**src/rtl/ps2_host_tx.sv**
```systemverilog
// PS/2 host-to-device transmitter: inhibit, request-to-send, shift a byte with odd parity, sample the device ack.
// Optional response watchdog is enabled by defining PS2_TX_TIMEOUT_EN.
module ps2_host_tx #(
    parameter int CLK_INHIBIT_CYCLES = 2500,
    parameter int TIMEOUT_CYCLES     = 375000
) (
    input  logic       clk,
    input  logic       rst,
    input  logic [7:0] tx_data,
    input  logic       tx_valid,
    output logic       tx_ready,
    output logic       done,
    output logic       ack_err,
    output logic       busy,
    input  logic       ps2_clk_in,
    input  logic       ps2_dat_in,
    output logic       ps2_clk_oe,
    output logic       ps2_dat_oe
);

    typedef enum logic [2:0] {
        IDLE,
        INHIBIT,
        REQ,
        SHIFT,
        ACK,
        WAIT_IDLE
    } state_t;

    localparam int                 INH_W    = $clog2(CLK_INHIBIT_CYCLES + 1);
    localparam logic [INH_W-1:0]   INH_LAST = INH_W'(CLK_INHIBIT_CYCLES - 1);

    if (CLK_INHIBIT_CYCLES < 1 || TIMEOUT_CYCLES < 1) begin : g_bad_param
        $error("ps2_host_tx: cycle-count parameters must be at least 1");
    end

    state_t           state;
    state_t           next_state;
    logic             clk_meta, clk_sync, clk_prev;
    logic             dat_meta, dat_sync;
    logic             fall;
    logic [INH_W-1:0] inh_cnt;
    logic [3:0]       edge_cnt;
    logic [8:0]       frame;
    logic             ack_q;
    logic             accept;
    logic             timeout;
    logic             clk_oe_d;
    logic             dat_oe_d;

    assign fall   = clk_prev & ~clk_sync;
    assign accept = tx_valid && (state == IDLE);

    always_ff @(posedge clk) begin
        // NOTE: every register here uses <= so all of them see the pre-edge values, whatever the statement order.
        if (rst) begin
            clk_meta   <= 1'b1;
            clk_sync   <= 1'b1;
            clk_prev   <= 1'b1;
            dat_meta   <= 1'b1;
            dat_sync   <= 1'b1;
            state      <= IDLE;
            inh_cnt    <= '0;
            edge_cnt   <= '0;
            frame      <= '0;
            ack_q      <= 1'b0;
            ps2_clk_oe <= 1'b0;
            ps2_dat_oe <= 1'b0;
        end else begin
            clk_meta   <= ps2_clk_in;
            clk_sync   <= clk_meta;
            clk_prev   <= clk_sync;
            dat_meta   <= ps2_dat_in;
            dat_sync   <= dat_meta;
            state      <= next_state;
            ps2_clk_oe <= clk_oe_d;
            ps2_dat_oe <= dat_oe_d;
            inh_cnt    <= (state == INHIBIT) ? inh_cnt + 1'b1 : '0;

            // Frame bit 8 is odd parity; edge counter saturates at the ack edge.
            if (accept) begin
                frame    <= {~^tx_data, tx_data};
                edge_cnt <= '0;
                ack_q    <= 1'b0;
            end else if (fall && edge_cnt != 4'd11 &&
                         (state == REQ || state == SHIFT || state == ACK)) begin
                edge_cnt <= edge_cnt + 4'd1;
            end

            if (state == ACK && fall)
                ack_q <= dat_sync;
        end
    end

`ifdef PS2_TX_TIMEOUT_EN
    localparam int WD_W = $clog2(TIMEOUT_CYCLES + 1);

    logic [WD_W-1:0] wd_cnt;
    logic            wd_active;

    assign wd_active = (state == REQ) || (state == SHIFT) || (state == ACK) || (state == WAIT_IDLE);
    assign timeout   = wd_active && (wd_cnt == WD_W'(TIMEOUT_CYCLES - 1));

    always_ff @(posedge clk) begin
        if (rst || !wd_active || fall)
            wd_cnt <= '0;
        else
            wd_cnt <= wd_cnt + 1'b1;
    end
`else
    assign timeout = 1'b0;
`endif

    always_comb begin
        // NOTE: default assignment first so no path through this block can infer a latch.
        next_state = state;
        case (state)
            IDLE:      if (tx_valid) next_state = INHIBIT;
            INHIBIT:   if (inh_cnt == INH_LAST) next_state = REQ;
            REQ:       if (fall) next_state = SHIFT;
            SHIFT:     if (fall && edge_cnt == 4'd9) next_state = ACK;
            ACK:       if (fall) next_state = WAIT_IDLE;
            WAIT_IDLE: if (clk_sync && dat_sync) next_state = IDLE;
            default:   next_state = IDLE;
        endcase
        if (timeout)
            next_state = IDLE;
    end

    // Line enables are computed one cycle ahead and registered so the pads never glitch.
    always_comb begin
        tx_ready = (state == IDLE);
        busy     = (state != IDLE);
        done     = !rst && ((state == WAIT_IDLE && clk_sync && dat_sync) || timeout);
        ack_err  = ack_q || timeout;
        clk_oe_d = (next_state == INHIBIT);
        dat_oe_d = ps2_dat_oe;
        case (state)
            INHIBIT:    dat_oe_d = (next_state == REQ);
            REQ, SHIFT: if (fall) dat_oe_d = (edge_cnt <= 4'd8) ? ~frame[edge_cnt] : 1'b0;
            default:    dat_oe_d = 1'b0;
        endcase
        if (timeout)
            dat_oe_d = 1'b0;
    end

endmodule

```
**config.mk**
```make
export PLATFORM = sky130hd
export DESIGN_NAME = ps2_host_tx
export DESIGN_NICKNAME = d
export VERILOG_FILES = /design/src/rtl/ps2_host_tx.sv
export SDC_FILE = /design/constraint.sdc
export NUM_CORES = 1
export LEC_CHECK = 0
export CELL_PAD_IN_SITES_DETAIL_PLACEMENT = 0
export CELL_PAD_IN_SITES_GLOBAL_PLACEMENT = 1
export CORE_MARGIN = 1.5
export CORE_UTILIZATION = 45
export DETAILED_ROUTE_END_ITERATION = 12
export PLACE_DENSITY = 0.85
export SLEW_MARGIN = 20
export SYNTH_ARGS = -nofsm -noshare
export SYNTH_HDL_FRONTEND = slang
export SYNTH_SLANG_ARGS = --single-unit
```
**constraint.sdc**
```tcl
create_clock -name clk -period 2.67 [get_ports clk]
set_clock_uncertainty 0.2 [all_clocks]
set_input_delay 0.534 -clock clk [delete_from_list [all_inputs] [get_ports clk]]
set_output_delay 0.534 -clock clk [all_outputs]
set_load 0.05 [all_outputs]
```
### Yosys cells after proc, flatten, opt, wreduce, memory -nomap -nowiden

Cells that the tools add are included.
W data, S select, Z words.

| word-level totals | value |
|---|---|
| bits in registers | 36 |
| bits in latches | 0 |
| RAM bits | 0 |
| memory bits (read-only) | 0 |
| bits of input ports | 13 |
| output and inout bits | 6 |
| word-level logic and storage cells | 64 |
| memories kept | 0 |

| operators by class | value |
|---|---|
| $add $sub $neg | 2 |
| $mul | 0 |
| div/mod/pow operators | 0 |
| magnitude comparators | 2 |
| equality and inequality tests | 11 |
| shifts and indexed selects | 0 |
| multiplexer cells | 14 |
| bitwise operators | 4 |
| reductions and logical operators | 19 |

Operators by type and width:

| operator | count |
|---|---|
| $mux W3 | 6 |
| $pmux W3 S6 | 1 |
| $add A12 B1 Y12 const B | 1 |
| $eq A12 B12 Y1 const B | 1 |
| $eq A3 B2 Y1 const B | 3 |
| $logic_and A1 B1 Y1 | 9 |
| $reduce_xnor A8 Y1 | 1 |
| $eq A3 B1 Y1 const B | 2 |
| $eq A3 B3 Y1 const B | 2 |
| $reduce_or A2 Y1 | 3 |
| $lt A4 B5 Y1 const B | 1 |
| $mux W1 | 5 |
| $add A4 B1 Y4 const B | 1 |
| $bmux W1 S4 | 1 |
| $eq A4 B4 Y1 const B | 1 |
| $le A4 B4 Y1 const B | 1 |
| $ne A4 B4 Y1 const B | 1 |
| $logic_not A3 Y1 | 1 |
| $not A1 Y1 | 3 |
| $reduce_bool A3 Y1 | 1 |
| $logic_or A1 B1 Y1 | 2 |
| $ne A2 B2 Y1 const B | 1 |
| $pmux W1 S2 | 1 |
| $reduce_bool A2 Y1 | 1 |
| other kinds (2) | 2 |

### Logic depth before layout (Yosys ltp)

Gate-level depths: netlist of the first run.

| depth | value |
|---|---|
| word-level depth | 7 |
| depth in mapped cells | 7 |

### Worst setup path after synthesis of the first run

Ideal clock, no wire load.

| timing | value |
|---|---|
| kind | input to output |
| from | in rst |
| to | out done |
| arrival | 1.820 ns |
| data required time | 1.936 ns |
| path slack | 0.116 ns |
| stages | 2 |
| path buffers | 0 |
| cells stage by stage | nand2b_1 nor3b_1 |

| on the way | value |
|---|---|
| longest elaborated chain between the ends | 2 |

RTL lines:

| what | RTL line | RTL |
|---|---|---|
| from (decl) | 8 | `input logic rst,` |
| $logic_not A1 Y1 | 134 | `done = !rst && ((state == WAIT_IDLE && clk_sync && dat_sync) \|\| timeout);` |
| $logic_and A1 B1 Y1 | 134 |  |
| to (decl) | 12 | `output logic done,` |

No other way between the ends.

### Worst setup path after layout of the first run

| timing | value |
|---|---|
| from | reg state[1] |
| to | out busy |

| on the way | value |
|---|---|
| longest elaborated chain between the ends | 1 |

RTL lines:

| what | RTL line | RTL |
|---|---|---|
| from (decl) | 37 | `state_t state;` |
| from (signal assigned) | 75 | `state <= next_state;` |
| $reduce_bool A3 Y1 | 133 | `busy = (state != IDLE);` |
| to (decl) | 14 | `output logic busy,` |

No other way between the ends.

==> results of run 1 <==
==> state kept, by name, indices dropped and copies added, names as in the netlist, 3 cells and up <==
| signal | cells |
|---|---|
| edge_cnt | 4 |
| frame | 9 |
| state | 3 |
| inh_cnt | 12 |
==> layout make-up <==
cell class / instances / area, um2 / area share [%]
multi-input cells: 141 / 925 / 45.0
clock inverters: 3 / 42.5 / 2.07
well taps: 48 / 60.1 / 2.93
clock buffers: 5 / 68.8 / 3.35
repair buffers: 21 / 210 / 10.2
inverters: 7 / 26.3 / 1.28
flip-flops and latches: 36 / 721 / 35.1
==> worst max-delay path: stages (launching register included) <==
cell	delay, ns
dfxtp_1	0.56
or3_1	0.19
clkdlybuf4s50_1	0.80
==> cell usage after synthesis (2+ instances only) <==
cell | instances | area (um2)
mux2i_1 | 2 | 20.0
xor2_1 | 4 | 35.0
inv_1 | 7 | 26.3
nand3_1 | 7 | 35.0
buf_6 | 2 | 22.5
nor2b_1 | 3 | 18.8
dfxtp_1 | 36 | 721
mux2_2 | 3 | 33.8
clkbuf_1 | 3 | 11.3
xnor2_1 | 13 | 114
nand3b_1 | 2 | 15.0
nor3b_1 | 2 | 15.0
and2b_1 | 2 | 15.0
and3_1 | 3 | 18.8
o21ai_0 | 4 | 20.0
a221oi_1 | 2 | 17.5
a21oi_1 | 14 | 70.1
nor2_1 | 15 | 56.3
nor4_1 | 2 | 12.5
o31ai_1 | 2 | 15.0
nor3_1 | 4 | 20.0
nand2b_1 | 3 | 18.8
ha_1 | 4 | 50.1
nand4_1 | 2 | 12.5
nand2_1 | 21 | 78.8
a31oi_1 | 2 | 12.5
or2_2 | 7 | 43.8
or3_1 | 6 | 37.5
==> power by group <==
group | total, W | internal, W | leakage, nW | switching, W
Clock | 0.000471 | 0.000276 | 0.0541 | 0.000195
Sequential | 0.000571 | 0.000556 | 0.293 | 0.0000144
Combinational | 0.000134 | 0.0000636 | 0.367 | 0.0000701
==> kinds of logic after synthesis <==
kind of cell	share of synthesized area, %
and+or+nand+nor	27.2
xor gates and xnor gates	8.67
DFF	42.0
adders and majority gates	2.91
buffers and inverters	4.22
AOI/OAI and AO/OA	11.9
muxes	3.13
==> per-layer routing <==
layer,vias up,wire [um]
li1,706,-
met2,34,1450
met1,665,1550
met4,0,67
met3,5,151
met5,-,0
==> worst paths after layout <==
kind / cells after the start / to / slack, ns / start
min: 1 / clk_sync$_SDFF_PP1_ / 0.21 / clk_meta$_SDFF_PP1_
max reg2reg: 5 / ps2_dat_oe$_SDFFE_PP0P_ / 0.86 / inh_cnt[0]$_SDFF_PP0_
max: 2 / busy / 0.10 / state[1]$_SDFF_PP0_
min reg2reg: 1 / clk_sync$_SDFF_PP1_ / 0.21 / clk_meta$_SDFF_PP1_
==> through the flow <==
stage	worst slack, ns	power [W]	cells
after floorplan	0.116	0.000669	191
after global placement	0.310	0.000714	253
after detailed placement	0.272	0.000718	253
after CTS	0.0930	0.00119	261
after global routing	0.0215	0.00123	261
final	0.101	0.00118	261
==> summary.md, run 1 <==
| Metric | Value |
|---|---|
| DR WL/cell | `12.3 um` |
| Clk root buf | `clkbuf_8` |
| Total negative slack | `0 ns` |
| Most common cell after layout, fill and taps aside | `dfxtp_1` |
| Critical path arrival | `1.84 ns` |
| H-tree depth | `2` |
| Fin Hold WS | `0.214 ns` |
| CP Capture Type | `output port` |
| Met2 Use GR | `25.9%` |
| Fmax | `0.389 GHz` |
| Post-synth EDFFs | `0` |
| Worst-case clock buffer depth | `2` |
| Max-slew violations | `0` |
| Worst Hold Class | `reg2reg` |
| Rel. slew slack | `67.3%` |
| Setup crit start kind | `flip-flop` |
| DR iter-0 viols | `63` |
| Final cycle utilization of the critical path | `96.2%` |
| Share of cells above drive strength 1 | `13.1%` |
| DIE AREA | `0.00420 mm2` |
| Met3 Track Usage GR | `6.08%` |
| Die Span Y | `64.8 um` |
| Hold buffers post-CTS | `0` |
| Final Hold Vio Count | `0` |
| GP Congestion | `0.868` |
| Clock slew at reported path FFs | `0.07 ns` |
| Post-CTS Resized | `0` |
| Clk sink count | `36` |
| Final Net Count | `229` |
| Syn Area/Cell | `8.99 um2` |
| Filler cells | `341` |
| Setup CP Type | `reg2out` |
| IO Count | `19` |
| Crit Path Max Fanout | `10` |
| RSZ-0062 raised after global routing | `false` |
| Max VDD drop | `0.000349 V` |
| ANT nets after route | `0` |
| Input/output buffers | `18` |
| Antenna violations before repair | `0` |
| Synthesized Nets | `208` |
| Tmin final | `2.57 ns` |
| Num rows | `22` |
| Number of global-route vias before repair | `1248` |
| Syn Inst Count | `191` |
| PwrDens | `573 mW/mm2` |
| Post-route cell area | `0.00205 mm2` |
| Die Wd | `64.8 um` |
| Synthesized area | `0.00172 mm2` |
| Via Count | `1410` |
| DPL Wire Length | `2.30 mm` |
| Routed WL | `3.22 mm` |
| Met1 GRT Util | `22.0%` |
| Initial core utilization | `46.9%` |
| FFs w/ async S/R, synth | `0%` |
| Static Leakage | `0.715 nW` |
| Slew @ Worst Pin | `0.489 ns` |
| Global route hottest layer | `met2` |
| Number of library cell types mapped by synthesis | `42` |
| Drt via density | `5.40` |
| Top FF cell, synth | `dfxtp_1` |
| Finished Core Util | `56.1%` |
| Final setup viols | `0` |
| Largest net degree at the start of global routing | `22` |
| DR DRC count | `0` |
| Gr ovfl total | `0` |
| Post-synthesis sequential area ratio | `42.0%` |
| Outcome | `completed` |
| First-pass GRT wire length | `5.49 mm` |
| First-pass detailed-route iteration total | `4` |
| Post-CTS Setup Bufs | `0` |
| Most frequent cells in the layout | `36 x dfxtp_1, 21 x nand2_1, 16 x clkdlybuf4s50_1` |
| Cell Area, Placed | `0.00194 mm2` |
| Total core area | `0.00366 mm2` |
| Ant diodes | `0` |
| Total track usage | `17.5%` |
| Area Overhead vs Synth | `19.5%` |
| Max cap viols | `0` |
| CTS tree | `done` |
| Later-pin clock latency in the skew report | `0.29 ns` |
| WP data required | `1.94 ns` |
| YS warnings | `0` |
| Num CTS Buffers | `5` |
| Yosys reg bits | `36` |
(Power assumes the default switching activity.)
==> run 2, diff against run 1 <==
--- a/config.mk
+++ b/config.mk
@@ -7,7 +7,7 @@
 export LEC_CHECK = 0
 export CELL_PAD_IN_SITES_DETAIL_PLACEMENT = 0
 export CELL_PAD_IN_SITES_GLOBAL_PLACEMENT = 1
-export CORE_MARGIN = 1.5
+export CORE_MARGIN = 2
 export CORE_UTILIZATION = 45
 export DETAILED_ROUTE_END_ITERATION = 12
 export PLACE_DENSITY = 0.85
==> run 2 against run 1 <==
  * Routed wire length decreased by 4.2%
  * Largest cell class unchanged
  * Register-to-register slack better by 0.02 ns
  * Sequential share of layout area up 0.37 points
==> summary.md, run 2 (synthesis gave the netlist of run 1 again) <==
| Metric | Value |
|---|---|
| ANT nets after route | `0 (unchanged)` |
| Hold path start | `clk_meta$_SDFF_PP1_` |
| Antenna violations before repair | `0 (unchanged)` |
| Total core area | `0.00366 mm2 (unchanged)` |
| Fin Hold WS | `0.205 ns (-0.00888 ns)` |
| GP Congestion | `0.865 (-0.33%)` |
| Clk root buf | `clkbuf_8` |
| Later-pin clock latency in the skew report | `0.28 ns (about the same)` |
| Max VDD drop | `0.000272 V (-22%)` |
| Most frequent cells in the layout | `36 x dfxtp_1, 21 x nand2_1, 16 x clkdlybuf4s50_1` |
| Largest stage delay, worst path | `0.80 ns (about the same)` |
| Max-slew violations | `0 (unchanged)` |
| First-pass detailed-route iteration total | `4 (unchanged)` |
| Reg area | `721 um2 (unchanged)` |
| Die Span Y | `65.8 um (+1.5%)` |
| Via Count | `1359 (-3.6%)` |
| Final Net Count | `229 (unchanged)` |
| Filler cells | `338 (-0.88%)` |
| Tot Pwr | `0.00110 W (-6.8%)` |
| Num rows | `22 (unchanged)` |
| Reg2reg start | `inh_cnt[0]$_SDFF_PP0_` |
| WHS Path Cells | `1 (unchanged)` |
| Num CTS Buffers | `5 (unchanged)` |
| Finished Core Util | `55.5% (-0.58 points)` |
| Rel. slew slack | `67.4% (+0.15 points)` |
| Worst-case clock buffer depth | `2 (unchanged)` |
| Number of global-route vias before repair | `1240 (-0.64%)` |
| RSZ-0062 raised after global routing | `false` |
| Worst Hold Class | `reg2reg` |
| Input/output buffers | `18 (unchanged)` |
| First-pass GRT wire length | `5.35 mm (-2.6%)` |
| Share of cells above drive strength 1 | `12.2% (-0.94 points)` |
| Multi-input gate area | `925 um2 (unchanged)` |
| Final Hold Vio Count | `0 (unchanged)` |
| Met2 wire len | `1.34 mm (-7.7%)` |
| Hold buffers post-CTS | `0 (unchanged)` |
| Clock slew at reported path FFs | `0.07 ns (about the same)` |
| Total track usage | `16.2% (-1.3 points)` |
| Met3 wire len | `136 um (-9.9%)` |
| Gr ovfl total | `0 (unchanged)` |
| PwrDens | `539 mW/mm2 (-5.8%)` |
| R2r endpoint | `ps2_dat_oe$_SDFFE_PP0P_` |
| Post-CTS Resized | `0 (unchanged)` |
| Worst Hold End | `clk_sync$_SDFF_PP1_` |
| Fmax | `0.387 GHz (-0.66%)` |
| WP data required | `1.94 ns (about the same)` |
| Met1 WL | `1.57 mm (+1.1%)` |
| Clk sink count | `36 (unchanged)` |
| Slew @ Worst Pin | `0.487 ns (-0.00219 ns)` |
| Sequence of cells on the critical path | `or3_1, clkdlybuf4s50_1` |
| Total negative slack | `0 ns (unchanged)` |
| DPL Wire Length | `2.28 mm (-1.3%)` |
| Worst setup startpoint | `state[1]$_SDFF_PP0_` |
| Post-route worst setup slack | `0.0838 ns (-0.0170 ns)` |
| H-tree depth | `2 (unchanged)` |
| CTS tree | `done` |
| Drt via density | `5.21 (-3.6%)` |
| Top Metal Used | `met4` |
| FF-to-FF path depth | `5 (unchanged)` |
| FF-to-FF setup slack | `0.88 ns (+0.02 ns)` |
| Max reg flops | `12 (unchanged)` |
| Pre-CTS WS | `0.249 ns (-0.0229 ns)` |
| Static Leakage | `0.706 nW (-1.2%)` |
| Die Wd | `65.8 um (+1.5%)` |
| Setup CP Type | `reg2out` |
| Largest net degree at the start of global routing | `22 (unchanged)` |
| Routed WL | `3.09 mm (-4.2%)` |
| Most common cell after layout, fill and taps aside | `dfxtp_1` |
| Setup crit start kind | `flip-flop` |
| IO Count | `19 (unchanged)` |
| Crit Path Max Fanout | `10 (unchanged)` |
| Tmin final | `2.59 ns (+0.0170 ns)` |
| Critical Path Slowest Stage Cell | `clkdlybuf4s50_1` |
| Critical path arrival | `1.85 ns (about the same)` |
| Area Overhead vs Synth | `18.3%` |
| Final setup viols | `0 (unchanged)` |
| DR DRC count | `0 (unchanged)` |
| Top Registers | `inh_cnt x12, frame x9, edge_cnt x4` |
| Initial core utilization | `46.9% (unchanged)` |
| Final cycle utilization of the critical path | `96.9% (+0.64 points)` |
| Max cap viols | `0 (unchanged)` |
| DR iter-0 viols | `106 (+68%)` |
| CP Capture Type | `output port` |
| DR WL/cell | `11.8 um (-4.2%)` |
| Post-CTS Setup Bufs | `0 (unchanged)` |
| Ant diodes | `0 (unchanged)` |
| Outcome | `completed` |
| Largest Register | `inh_cnt` |
| DIE AREA | `0.00433 mm2 (+3.1%)` |
run 2: cell count changes in the layout (fill, tap and decap cells not counted):
cell / delta
clkbuf_8: +1
clkinvlp_4: -1
clkbuf_1: +2
clkinv_2: -1
bufinv_16: -1
run 2: metrics by stage:
step           area, um2  instances
2_1_floorplan       1720        191
3_3_place_gp        1940        253
3_5_place_dp        1940        253
4_1_cts             2030        261
5_1_grt             2030        261
6_report            2030        261
run 2: area by class of cell:
cell class / count / share of cell area [%]
clock buffers: 8 / 4.43
inverters: 7 / 1.29
flip-flops and latches: 36 / 35.5
multi-input cells: 141 / 45.5
well taps: 48 / 2.96
repair buffers: 21 / 10.3
run 2: power breakdown:
group	switching [W]	leakage (nW)	total (W)	internal, W
registers	0.0000139	0.293	0.000570	0.000556
clock network	0.000181	0.0455	0.000391	0.000210
logic	0.0000705	0.367	0.000134	0.0000638
total	0.000266	0.706	0.00110	0.000831
run 2: worst max-delay path by stage:
stage / slack, ns / cells after the start / end
finish: 0.08 / 2 / busy
detailed placement: 0.25 / 4 / done
global placement: 0.30 / 4 / done
floorplan: 0.12 / 2 / done
CTS: 0.07 / 2 / busy
global route: 0.008 / 2 / busy
run 2: worst max-delay path: cells and delay by family, from the launching register on:
kind | cells | cell delay [ns]
simple gates | 1 | 0.20
buf+inv | 1 | 0.80
flops | 1 | 0.57
run 2: per-layer routing:
metal,global-route usage (%),vias up
met5,0,-
met4,7.03,0
met3,4.60,5
met2,24.2,28
met1,21.7,624
li1,-,702
